`src/rtl/mc_ctrl_pkg.sv`:
```
`default_nettype none
// ============================================================================
//  Module      : mc_ctrl_pkg
//  Description : Shared types and constants for the multicycle core control
//                FSM: state encodings, per-state datapath control vectors and
//                the wait-timer width helper.
//  Revision    : 1.0 - initial release
// ============================================================================
package mc_ctrl_pkg;

    typedef enum logic [3:0] {
        FETCH    = 4'd0,
        DECODE   = 4'd1,
        MEMADR   = 4'd2,
        MEMRD    = 4'd3,
        MEMWB    = 4'd4,
        MEMWR    = 4'd5,
        EXECUTER = 4'd6,
        EXECUTEI = 4'd7,
        ALUWB    = 4'd8,
        BRANCH   = 4'd9,
        EXECUTEL = 4'd10,
        FAULT    = 4'd11
    } state_t;

    localparam int CTRL_W = 13;

    // Bit positions inside the control vector
    // {NextPC,Branch,MemW,RegW,IRWrite,AdrSrc,ResultSrc,ALUSrcA,ALUSrcB,ALUOp}
    localparam int c_bit_nextpc  = 12;
    localparam int c_bit_branch  = 11;
    localparam int c_bit_memw    = 10;
    localparam int c_bit_regw    = 9;
    localparam int c_bit_irwrite = 8;

    localparam logic [CTRL_W-1:0] c_ctrl_fetch  = 13'b1000101001100;
    localparam logic [CTRL_W-1:0] c_ctrl_decode = 13'b0000001001100;
    localparam logic [CTRL_W-1:0] c_ctrl_execr  = 13'b0000000000001;
    localparam logic [CTRL_W-1:0] c_ctrl_execi  = 13'b0000000000011;
    localparam logic [CTRL_W-1:0] c_ctrl_aluwb  = 13'b0001000000000;
    localparam logic [CTRL_W-1:0] c_ctrl_memadr = 13'b0000000000010;
    localparam logic [CTRL_W-1:0] c_ctrl_memrd  = 13'b0000010000000;
    localparam logic [CTRL_W-1:0] c_ctrl_memwr  = 13'b0010010000000;
    localparam logic [CTRL_W-1:0] c_ctrl_memwb  = 13'b0001000100000;
    localparam logic [CTRL_W-1:0] c_ctrl_branch = 13'b0100001000010;

    // Ungated control vector for a state; unknown encodings and FAULT drive all zeros
    function automatic logic [CTRL_W-1:0] ctrl_for_state(input state_t s);
        logic [CTRL_W-1:0] v;
        v = '0;
        case (s)
            FETCH:              v = c_ctrl_fetch;
            DECODE:             v = c_ctrl_decode;
            EXECUTER, EXECUTEL: v = c_ctrl_execr;
            EXECUTEI:           v = c_ctrl_execi;
            ALUWB:              v = c_ctrl_aluwb;
            MEMADR:             v = c_ctrl_memadr;
            MEMRD:              v = c_ctrl_memrd;
            MEMWR:              v = c_ctrl_memwr;
            MEMWB:              v = c_ctrl_memwb;
            BRANCH:             v = c_ctrl_branch;
            default:            v = '0;
        endcase
        return v;
    endfunction

    // Counter width able to hold the timeout value itself
    function automatic int timer_width(input int timeout);
        return $clog2(timeout + 1);
    endfunction

endpackage
`default_nettype wire

```
`src/rtl/mc_wait_timer.sv`:
```
`default_nettype none
// ============================================================================
//  Module      : mc_wait_timer
//  Description : Consecutive-stall counter for the control FSM wait states.
//                o_timeout flags that the current stall cycle is the last one
//                allowed; a stall in that cycle sends the FSM to FAULT.
//  Revision    : 1.0 - initial release
// ============================================================================
module mc_wait_timer
    import mc_ctrl_pkg::*;
#(
    parameter int WAIT_TIMEOUT = 16
) (
    input  logic clk,
    input  logic reset,
    input  logic i_clr,
    input  logic i_inc,
    output logic o_timeout
);

    localparam int                c_cnt_w = timer_width(WAIT_TIMEOUT);
    localparam logic [c_cnt_w-1:0] c_last = c_cnt_w'(WAIT_TIMEOUT - 1);

    logic [c_cnt_w-1:0] r_count;

    // Stall counter: clear wins over increment, saturates at the last allowed value
    always_ff @(posedge clk or negedge reset) begin
        if (!reset) begin
            r_count <= '0;
        end else if (i_clr) begin
            r_count <= '0;
        end else if (i_inc && (r_count != c_last)) begin
            r_count <= r_count + 1'b1;
        end
    end

    assign o_timeout = (r_count == c_last);

endmodule
`default_nettype wire

```
`src/rtl/mc_ctrl_fsm_v2.sv`:
```
`default_nettype none
// ============================================================================
//  Module      : mc_ctrl_fsm_v2
//  Description : Main control FSM of the multicycle ARM-subset core. Sequences
//                fetch/decode/execute/memory/writeback with stallable memory
//                states, a start/done long-op path, a stall watchdog and a
//                sticky FAULT state.
//  Revision    : 2.0 - stall support, long ops, watchdog, fault state
// ============================================================================
module mc_ctrl_fsm_v2
    import mc_ctrl_pkg::*;
#(
    parameter int WAIT_TIMEOUT = 16,
    parameter bit ENABLE_LONG  = 1'b1
) (
    input  logic       clk,
    input  logic       reset,
    input  logic [1:0] Op,
    input  logic [5:0] Funct,
    input  logic       LongOp,
    input  logic       mem_ready,
    input  logic       ex_done,
    output logic       IRWrite,
    output logic       AdrSrc,
    output logic       NextPC,
    output logic       RegW,
    output logic       MemW,
    output logic       Branch,
    output logic       ALUOp,
    output logic [1:0] ALUSrcA,
    output logic [1:0] ALUSrcB,
    output logic [1:0] ResultSrc,
    output logic       ex_start,
    output logic       fault,
    output logic [3:0] state_o
);

    state_t              r_state;
    state_t              w_state_nxt;
    logic                r_ex_first;
    logic                w_stall;
    logic                w_timeout;
    logic                w_clr;
    logic [CTRL_W-1:0]   w_ctrl;
    logic                w_unused_funct;

    // Funct[4:1] carries no control meaning here
    assign w_unused_funct = ^Funct[4:1];

    // A stall is a wait-state cycle whose completion condition is absent;
    // the first EXECUTEL cycle is the start cycle and never counts
    assign w_stall = (((r_state == FETCH) || (r_state == MEMRD) || (r_state == MEMWR)) && !mem_ready)
                   || ((r_state == EXECUTEL) && !r_ex_first && !ex_done);
    assign w_clr   = (w_state_nxt != r_state);

    mc_wait_timer #(
        .WAIT_TIMEOUT (WAIT_TIMEOUT)
    ) u_wait_timer (
        .clk       (clk),
        .reset     (reset),
        .i_clr     (w_clr),
        .i_inc     (w_stall),
        .o_timeout (w_timeout)
    );

    // State register and first-cycle-of-EXECUTEL marker
    always_ff @(posedge clk or negedge reset) begin
        if (!reset) begin
            r_state    <= FETCH;
            r_ex_first <= 1'b0;
        end else begin
            r_state    <= w_state_nxt;
            r_ex_first <= (w_state_nxt == EXECUTEL) && (r_state != EXECUTEL);
        end
    end

    // Next-state decode; a stall in the last allowed cycle overrides to FAULT
    always_comb begin
        w_state_nxt = r_state;
        case (r_state)
            FETCH:    if (mem_ready) w_state_nxt = DECODE;
            DECODE: begin
                case (Op)
                    2'b00: begin
                        if (Funct[5])                  w_state_nxt = EXECUTEI;
                        else if (LongOp && ENABLE_LONG) w_state_nxt = EXECUTEL;
                        else                           w_state_nxt = EXECUTER;
                    end
                    2'b01:   w_state_nxt = MEMADR;
                    2'b10:   w_state_nxt = BRANCH;
                    default: w_state_nxt = FAULT;
                endcase
            end
            EXECUTER, EXECUTEI:    w_state_nxt = ALUWB;
            EXECUTEL: if (!r_ex_first && ex_done) w_state_nxt = ALUWB;
            MEMADR:                w_state_nxt = Funct[0] ? MEMRD : MEMWR;
            MEMRD:    if (mem_ready) w_state_nxt = MEMWB;
            MEMWR:    if (mem_ready) w_state_nxt = FETCH;
            ALUWB, MEMWB, BRANCH:  w_state_nxt = FETCH;
            FAULT:                 w_state_nxt = FAULT;
            default:               w_state_nxt = FAULT;
        endcase
        if (w_stall && w_timeout) begin
            w_state_nxt = FAULT;
        end
    end

    // Control outputs: per-state vector, memory-handshake gating, reset forces enables low
    always_comb begin
        w_ctrl = ctrl_for_state(r_state);
        if ((r_state == FETCH) && !mem_ready) begin
            w_ctrl[c_bit_nextpc]  = 1'b0;
            w_ctrl[c_bit_irwrite] = 1'b0;
        end
        if ((r_state == MEMWR) && !mem_ready) begin
            w_ctrl[c_bit_memw] = 1'b0;
        end
        if (!reset) begin
            w_ctrl[c_bit_nextpc:c_bit_irwrite] = '0;
        end
    end

    assign NextPC    = w_ctrl[12];
    assign Branch    = w_ctrl[11];
    assign MemW      = w_ctrl[10];
    assign RegW      = w_ctrl[9];
    assign IRWrite   = w_ctrl[8];
    assign AdrSrc    = w_ctrl[7];
    assign ResultSrc = w_ctrl[6:5];
    assign ALUSrcA   = w_ctrl[4:3];
    assign ALUSrcB   = w_ctrl[2:1];
    assign ALUOp     = w_ctrl[0];

    assign ex_start = reset && (r_state == EXECUTEL) && r_ex_first;
    assign fault    = (r_state == FAULT);
    assign state_o  = r_state;

endmodule
`default_nettype wire

```
`config.mk`:
```
export PLATFORM = sky130hd
export DESIGN_NAME = mc_ctrl_fsm_v2
export DESIGN_NICKNAME = d
export VERILOG_FILES = /design/src/rtl/mc_ctrl_pkg.sv /design/src/rtl/mc_wait_timer.sv /design/src/rtl/mc_ctrl_fsm_v2.sv
export SDC_FILE = /design/constraint.sdc
export NUM_CORES = 1
export LEC_CHECK = 0
export CORE_MARGIN = 5
export CORE_UTILIZATION = 52
export CTS_BUF_LIST = sky130_fd_sc_hd__clkbuf_2 sky130_fd_sc_hd__clkbuf_4 sky130_fd_sc_hd__clkbuf_8
export DETAILED_ROUTE_END_ITERATION = 6
export HOLD_SLACK_MARGIN = 0.03
export MAX_ROUTING_LAYER = met4
export PLACE_DENSITY = 0.85
export SKIP_LAST_GASP = 1
export SLEW_MARGIN = 30
export SYNTH_ARGS = -nofsm -noshare
export SYNTH_HDL_FRONTEND = slang
export SYNTH_SLANG_ARGS = --single-unit
```
`constraint.sdc`:
```
create_clock -name clk -period 4.91 [get_ports clk]
set_input_delay 0.982 -clock clk [delete_from_list [all_inputs] [get_ports clk]]
set_output_delay 0.982 -clock clk [all_outputs]
set_load 0.01 [all_outputs]
```
==> impl_metrics.tcl <==
set metrics [dict create \
    post-cts-setup-buffers 0 \
    drc_errors 0 \
    crit_type "primary input to primary output" \
    yosysWarnings 0 \
    ff2ff_path_depth 9 \
    post-route-util_pct 65.8 \
    reg2reg_to "u_wait_timer.r_count[4]" \
    netlist.area_leader.share_pct 24.3 \
    reg2reg_from "u_wait_timer.r_count[0]" \
    async_reset_ff_share_pct 100 \
    cpPeakStageDelay_ps 860 \
    p_leak_uw 0.000474 \
    global_route.usage.total_pct 21.0 \
    cts_buffers 3 \
    timing.fmax_ghz 0.271 \
    cpMostUsedCell "clkdlybuf4s50_1" \
    setup_tns_ps 0 \
    syn_inst 129 \
    worstSetupEndpointType "primary output" \
    ant_nets 0 \
    nFillCells 175 \
    wl_per_cell_um 15.1 \
    clk_pin_slew_worst_paths_ps 70 \
    maxCapViolCount 0 \
    drive_gt1_share_pct 8.16 \
    syn_area_um2 1030 \
    status "complete, no violations" \
    start_util_pct 53.5 \
    gp_routability_congestion 0.860 \
    ys_seq_elements 10 \
    nNetsFinal 164 \
    core-area_um2 1920 \
    cts_sinks 10 \
    ioPinCount 32 \
    worst-slew-pin-transition_ps 734 \
    cts_resized 0 \
    critical_path_required_ps 3930 \
    dr.first_iter.drc_count 17 \
    dr_total_vias 1034 \
    period_share_pct 75.1 \
    grt-ovfl-total 0 \
    rsz0062_at_grt "no" \
    drt_first_pass_iters 4 \
    path_cells "clkdlybuf4s50_1 -> and4_1 -> clkdlybuf4s50_1" \
    cts_tree "yes" \
    viasPerCell 5.94 \
    slew_headroom_pct 51.0 \
    hold_start "u_wait_timer.r_count[3]" \
    path_max_fanout 15 \
    area_delta_synth_final_pct 22.9 \
    cp_data_arrival_time_ps 2710 \
    synth_largest_area_cell "dfrtp_1" \
    port-buffer-count 26 \
    powerDensity_nw_per_um2 119 \
    hold_violations 0 \
    insertion_delay_ps 260 \
    wirelength_um 2620 \
    synth_fp_nets 144 \
    htreeDepth 1 \
    die_w_um 54.5 \
    startpoint_type "primary input" \
    die-area_um2 2970 \
    cpMaxStageDelayCell "clkdlybuf4s50_1" \
    yosysSeqAreaShare_pct 24.3 \
    synth_cell_types 47 \
    min_to "u_wait_timer.r_count[3]" \
    avgSynthCellArea_um2 7.97 \
    min_period_ps 3690 \
    rrSetupSlack_ps 2200 \
    rows 16 \
    synth_ff_type "dfrtp_1" \
    grt_pass1_vias 1010 \
    slew_viol_final 0 \
    grt_pass1_wl_um 4400 \
    diodes 0 \
    setup_violations 0 \
    antenna_found_initial 0 \
    post-place-ws_ps 1200 \
    cts_root_buf "clkbuf_4" \
    clockBufferDepth 2 \
    fin_skew_ps 12.3 \
    synth_edf_count 0 \
    hold_buffers 0 \
    grt_max_degree 27 \
    die_h_um 54.5 \
    whs_path_depth 2 \
    synth.area.top_cells "dfrtp_1 24%, buf_4 5.8%, nor2_1 5.8%, xnor2_1 4.3%, nand2_1 3.6%" \
    place.detailed.hpwl_um 1990 \
    ir_drop_uv 156 \
    finalWorstSetupSlack_ps 1220 \
    hold_path_class "flip-flop to flip-flop" \
]
==> worst max-delay path: cells and delay by family <==
family	cells	cell delay, ps
buffers and inverters	2	1400
and+or+nand+nor	1	320
==> cells by family (layout without fill, tap and decap cells) <==
kind of cell	after synthesis	in the layout	share of synthesized area, %
compound gates	30	30	22.1
xor+xnor	6	6	5.11
fa+ha+maj	2	2	2.43
buf+inv	15	33	9.37
flops	10	10	24.3
mux	1	1	0.973
other cells	1	1	0.365
simple gates	64	64	35.3
==> power breakdown <==
part	internal, uW	switching, uW	leakage [uW]	total [uW]
Sequential	82.4	0	0.000124	82.4
Clock	28.2	25.5	0.0000138	53.6
Combinational	7.51	7.34	0.000336	14.9
Total	118	32.8	0.000474	151
==> synth_stat cells, drive strengths merged, types with 2 or more instances <==
cell,n
a21oi,6
nand2b,5
o21ai,6
inv,4
nor3,6
buf,11
o211ai,4
and3,5
nand2,10
nor4b,3
and2,2
ha,2
o21a,2
nor3b,2
nor2,16
nand3,4
a211oi,2
a31oi,2
dfrtp,10
xnor2,5
==> worst max path at each step <==
stage | startpoint | to | slack [ps] | depth (start not counted)
detailed placement | reset | NextPC | 1200 | 3
finish | reset | NextPC | 1220 | 3
global route | reset | Branch | 1090 | 4
CTS | reset | NextPC | 1190 | 3
global placement | reset | NextPC | 1230 | 3
floorplan | mem_ready | NextPC | 2400 | 3
==> layout make-up <==
cell class                 instances  area, um^2  share of cell area (%)
multi-input combinational        104         682                    54.0
timing repair buffer              26         260                    20.6
sequential                        10         250                    19.8
tap                               27        33.8                    2.67
clock buffer                       3        22.5                    1.78
inverter                           4        15.0                    1.19
==> flip-flops by register name, indices dropped and copies added (netlist names) <==
name                  count
r_ex_first                1
u_wait_timer.r_count      5
state_o                   4
==> stage by stage <==
step	area (um^2)	hold slack, ps	cells	total power [uW]
after floorplan	1030	502	129	89.2
after global placement	1240	522	171	98.2
after detailed placement	1240	530	171	98.7
after CTS	1260	544	174	153
after global routing	1260	577	174	160
final	1260	543	174	151
==> placed cells by master (no fill, tap or decap), types with 2 or more instances in the layout <==
master           count
a211oi_2             2
a21oi_1              5
a31oi_1              2
and2_1               2
and3_1               5
clkbuf_4             3
clkdlybuf4s50_1     26
dfrtp_1             10
ha_1                 2
inv_1                4
nand2_1             10
nand2b_1             5
nand3_1              4
nor2_1              16
nor3_1               6
nor3b_1              2
nor4b_1              2
o211ai_1             3
o21a_1               2
o21ai_0              6
xnor2_1              5
==> layer usage <==
metal | routed length [um] | vias to the layer above | GRT usage (%) | part of all wire (%)
li1 | - | 505 | - | -
met1 | 1050 | 477 | 23.0 | 40
met2 | 1360 | 50 | 38.4 | 52
met3 | 191 | 2 | 3.27 | 7.3
met4 | 23 | 0 | 6.64 | 0.88
met5 | 0 | - | - | 0
(Power assumes the default switching activity.)
==> patch 1, RTL diff (same settings) <==
`WAIT_TIMEOUT` is set to 16 in 2 places; all go to 32.
--- a/src/rtl/mc_wait_timer.sv
+++ b/src/rtl/mc_wait_timer.sv
@@ -10,5 +10,5 @@
     import mc_ctrl_pkg::*;
 #(
-    parameter int WAIT_TIMEOUT = 16
+    parameter int WAIT_TIMEOUT = 32
 ) (
     input  logic clk,
--- a/src/rtl/mc_ctrl_fsm_v2.sv
+++ b/src/rtl/mc_ctrl_fsm_v2.sv
@@ -11,5 +11,5 @@
     import mc_ctrl_pkg::*;
 #(
-    parameter int WAIT_TIMEOUT = 16,
+    parameter int WAIT_TIMEOUT = 32,
     parameter bit ENABLE_LONG  = 1'b1
 ) (
Function: same outputs for any inputs over 10 cycles, from zero or initial values and one cycle with reset low; that may be too few to reach the edited logic, so the function may still have changed.
==> patch 1 against the original RTL <==
Worst setup slack better by 47 ps; die area up 9.3%; register-to-register slack improved by 180 ps; final area rose by 11%; largest cell class unchanged; synthesized area is 11% higher; sequential cell count is 1 higher; count of clock-buffer cells in the layout is 1 higher; routed wire length grew 3.7%; highest routed layer unchanged; critical path type unchanged; clock skew is 9.4 ps lower.
Power is left out: it rests on default switching activity, and per cell area and clock period it moved more than threefold.
==> patch 1: results (changes against the original RTL) <==
| Metric | Value |
|---|---|
| Outcome | complete, no violations (unchanged) |
| Synth top cells by count | nor2_1, nand2_1, dfrtp_1, a21oi_1, inv_1 (was nor2_1, dfrtp_1, nand2_1, buf_4) |
| 1st-iter DRT viols | 30 (was 17) |
| # port buffers | 26 (unchanged) |
| Clock Path Buffers | 2 (unchanged) |
| Worst min-delay path category | flop to flop (unchanged) |
| GP Congestion | 0.8281 (was 0.8595) |
| Placed cell count | 186 (was 171) |
| Number of flip-flops in the largest register | 6 (was 5) |
| First-pass GRT wire length | 4761 um (was 4402 um) |
| Post-DP HPWL | 2093 um (was 1987 um) |
| Diodes inserted | 0 (unchanged) |
| Pre-CTS setup slack | 1268 ps (was 1202 ps) |
| Largest cells by area after synthesis | dfrtp_1, nor2_1, a21oi_1 (was dfrtp_1, buf_4, nor2_1) |
| Skew final | 2.882 ps (was 12.31 ps) |
| Number of global-route vias before repair | 1,030 (was 1,010) |
| Share of layout cells above drive strength 1 | 12.96% (was 8.163%) |
| Final period util | 74.18% (was 75.13%) |
| Largest net degree at the start of global routing | 28 (was 27) |
| Synth Warn # | 0 (unchanged) |
| Routed vias/inst | 5.895 (was 5.943) |
| Routed wirelength normalized by instance count | 14.30 um (was 15.06 um) |
| Gr usage total | 18.86% (was 20.99%) |
| Drt first pass iters | 4 (unchanged) |
| Crit path DAT | 2660 ps (was 2710 ps) |
| Number of H-tree levels | 1 (unchanged) |
| Post-CTS Setup Bufs | 0 (unchanged) |
| Worst-margin pin slew | 823.2 ps (was 734.3 ps) |
| Resized Gates After CTS | 0 (unchanged) |
| CP Max Fanout | 10 (was 15) |
| Synth Instances | 143 (was 129) |
| Worst-Skew Late Latency | 260 ps (about the same) |
| Mapped Nets | 157 (was 144) |
| FF-to-FF setup slack | 2380 ps (was 2200 ps) |
| Vias post-DR | 1,120 (was 1,034) |
| Post-synth cell types | 53 (was 47) |
| Net count reported at finish | 177 (was 164) |
| Sequential area share after synthesis | 24.02% (was 24.33%) |
patch 1: path summary, 6_finish.rpt:
check | startpoint | end | cells after the start
worst max-delay path | mem_ready | NextPC | 4
worst min-delay path | u_wait_timer.r_count[0] | u_wait_timer.r_count[0] | 2
worst max register to register | state_o[1] | u_wait_timer.r_count[1] | 6
worst min register to register | u_wait_timer.r_count[0] | u_wait_timer.r_count[0] | 2
max in group asynchronous | reset | state_o[0] | 2
min in group asynchronous | reset | u_wait_timer.r_count[0] | 2
patch 1: kinds of logic after synthesis:
logic type,after synthesis,synth area share [%]
buf+inv,19,8.625
mux,4,3.494
fa+ha+maj,1,1.092
flops,11,24.02
simple gates,69,32.97
other cells,1,0.3272
compound gates,36,27.29
xor+xnor,2,2.184
patch 1: final cells by class:
cell class / count / area, um2
timing repair buffer: 27 / 267.8
inverter: 7 / 26.28
sequential: 11 / 275.3
fill: 176 / 742.0
clock buffer: 4 / 30.03
tap: 28 / 35.03
multi-input combinational: 113 / 772.0
patch 1: critical path, cell delays in order:
cell	delay [ps]
clkdlybuf4s50_1	650
nand2_1	130
nor4_1	290
clkdlybuf4s50_1	610
patch 1: per-layer routing:
metal  GRT usage [%]  part of all wire [%]  vias to the layer above
met5               -                     0                        -
met4           8.278                   2.4                        0
met3           3.167                   5.9                        7
met2           31.00                    49                       41
met1           22.63                    43                      525
li1                -                     -                      547
patch 1: through the flow:
step | hold WS, ps | cell area (um2)
floorplan | 512.4 | 1146
global placement | 534.6 | 1376
detailed placement | 588.4 | 1376
CTS | 601.4 | 1406
global route | 641.2 | 1406
finish | 599.7 | 1406
==> patch 2, RTL diff (same flow settings) <==
Without the edit above. Make the reset (`reset`) synchronous in 2 clocked blocks.
--- a/src/rtl/mc_wait_timer.sv
+++ b/src/rtl/mc_wait_timer.sv
@@ -25,5 +25,5 @@
 
     // Stall counter: clear wins over increment, saturates at the last allowed value
-    always_ff @(posedge clk or negedge reset) begin
+    always_ff @(posedge clk) begin
         if (!reset) begin
             r_count <= '0;
--- a/src/rtl/mc_ctrl_fsm_v2.sv
+++ b/src/rtl/mc_ctrl_fsm_v2.sv
@@ -65,5 +65,5 @@
 
     // State register and first-cycle-of-EXECUTEL marker
-    always_ff @(posedge clk or negedge reset) begin
+    always_ff @(posedge clk) begin
         if (!reset) begin
             r_state    <= FETCH;
Check against the original RTL: differs if reset is asserted again (counterexample within 4 cycles, from zero or initial values and one cycle with reset low); with reset held inactive, the same outputs for 10 cycles.
==> patch 2 against the original RTL <==
Global-route usage is 1.9 points lower; sequential cell count grew 10; largest cell class unchanged; fmax rose by 0.56%; critical path type unchanged; final area is 22% higher; worst setup slack gained 20 ps; synthesized area increased by 23%; routed wire length up 14%; clock skew decreased by 3.4 ps.
Power is left out: it rests on default switching activity, and per cell area and clock period it moved more than threefold.
==> patch 2: results (changes against the original RTL) <==
| Metric | Value |
|---|---|
| Worst min-delay path category | flop to flop (unchanged) |
| Share of layout cells above drive strength 1 | 9.770% (was 8.163%) |
| Post-CTS Setup Bufs | 0 (unchanged) |
| CTS Root Buffer Type | clkbuf_4 (unchanged) |
| FF-to-FF setup slack | 2480 ps (was 2200 ps) |
| Max incr delay on CP | 580 ps (was 860 ps) |
| Largest cells by area after synthesis | dfxtp_1, nand2_1, nor3_1 (was dfrtp_1, buf_4, nor2_1) |
| Clk slew on worst S/H paths | 110 ps (was 70 ps) |
| # fillers | 188 (was 175) |
| Num CTS Buffers | 3 (unchanged) |
| Post-synth cell types | 51 (was 47) |
| Number of global-route vias before repair | 1,224 (was 1,010) |
| CP Max Fanout | 9 (was 15) |
| Worst-margin pin slew | 708.2 ps (was 734.3 ps) |
| Number of H-tree levels | 1 (unchanged) |
| First-pass GRT wire length | 5085 um (was 4402 um) |
| 1st-iter DRT viols | 24 (was 17) |
| Net count reported at finish | 190 (was 164) |
| Worst-Skew Late Latency | 300 ps (was 260 ps) |
| # port buffers | 26 (unchanged) |
| Post-DP HPWL | 2200 um (was 1987 um) |
| Outcome | complete, no violations (unchanged) |
| Drt first pass iters | 4 (unchanged) |
| CTS Hold Bufs | 0 (unchanged) |
| Post-Route WL | 2985 um (was 2620 um) |
| Crit path DAT | 2690 ps (was 2710 ps) |
| Sequential area share after synthesis | 31.68% (was 24.33%) |
| DRC viols | 0 (unchanged) |
| Synth Warn # | 0 (unchanged) |
| Largest net degree at the start of global routing | 21 (was 27) |
| Async S/R FF share, synth | 0% (was 100.0%) |
| Slowest cell on the critical path | clkdlybuf4s50_1 (unchanged) |
| Routed vias/inst | 5.861 (was 5.943) |
| Resized Gates After CTS | 0 (unchanged) |
| Synth top cells by count | dfxtp_1, nand2_1, nor2_1, nor3_1, o21ai_0 (was nor2_1, dfrtp_1, nand2_1, buf_4) |
| Skew final | 8.902 ps (was 12.31 ps) |
| GP Congestion | 0.8232 (was 0.8595) |
| Top FF cell, synth | dfxtp_1 (was dfrtp_1) |
| Diodes inserted | 0 (unchanged) |
| Antenna violations before repair | 0 (unchanged) |
| Gr usage total | 19.10% (was 20.99%) |
| Mapped Nets | 170 (was 144) |
[patch 2: worst paths after layout]
check | startpoint | endpoint | cells past startpoint
setup / recovery | mem_ready | NextPC | 5
hold / removal | u_wait_timer.r_count[3] | u_wait_timer.r_count[3] | 2
setup reg to reg | state_o[1] | u_wait_timer.r_count[4] | 6
hold reg to reg | u_wait_timer.r_count[3] | u_wait_timer.r_count[3] | 2
[patch 2: metal layers]
metal	wire length (um)	share of wire [%]	track usage, %
met1	1261	42	20.16
met2	1610	54	33.85
met3	108	3.6	4.575
met4	5	0.17	7.443
met5	0	0	-
[patch 2: critical path: cells and delay by family]
kind | cells | cell delay [ps]
buf+inv | 2 | 1060
simple gates | 3 | 640
[patch 2: metrics by stage]
step / hold slack, ps / instance area, um2 / setup slack, ps / util, % / instances
6_report: 573.3 / 1543 / 1242 / 67.78 / 202
5_1_grt: 616.1 / 1543 / 1170 / 67.78 / 202
4_1_cts: 586.9 / 1543 / 1260 / 67.78 / 202
3_5_place_dp: 569.5 / 1490 / 1284 / 65.48 / 198
3_3_place_gp: 552.5 / 1490 / 1304 / 65.48 / 198
2_1_floorplan: 533.4 / 1264 / 2120 / - / 155
[patch 2: kinds of logic after synthesis]
| logic type | synth area share (%) |
|---|---|
| xor+xnor | 4.159 |
| flops | 31.68 |
| mux | 1.683 |
| other cells | 0.2967 |
| buf+inv | 7.228 |
| simple gates | 33.27 |
| compound gates | 19.70 |
| fa+ha+maj | 1.980 |
[patch 2: final cells by class]
class / count / area share (%)
inverter: 6 / 1.460
clock inverter: 1 / 1.946
tap: 28 / 2.271
timing repair buffer: 26 / 16.87
sequential: 20 / 25.95
multi-input combinational: 118 / 50.04
clock buffer: 3 / 1.460
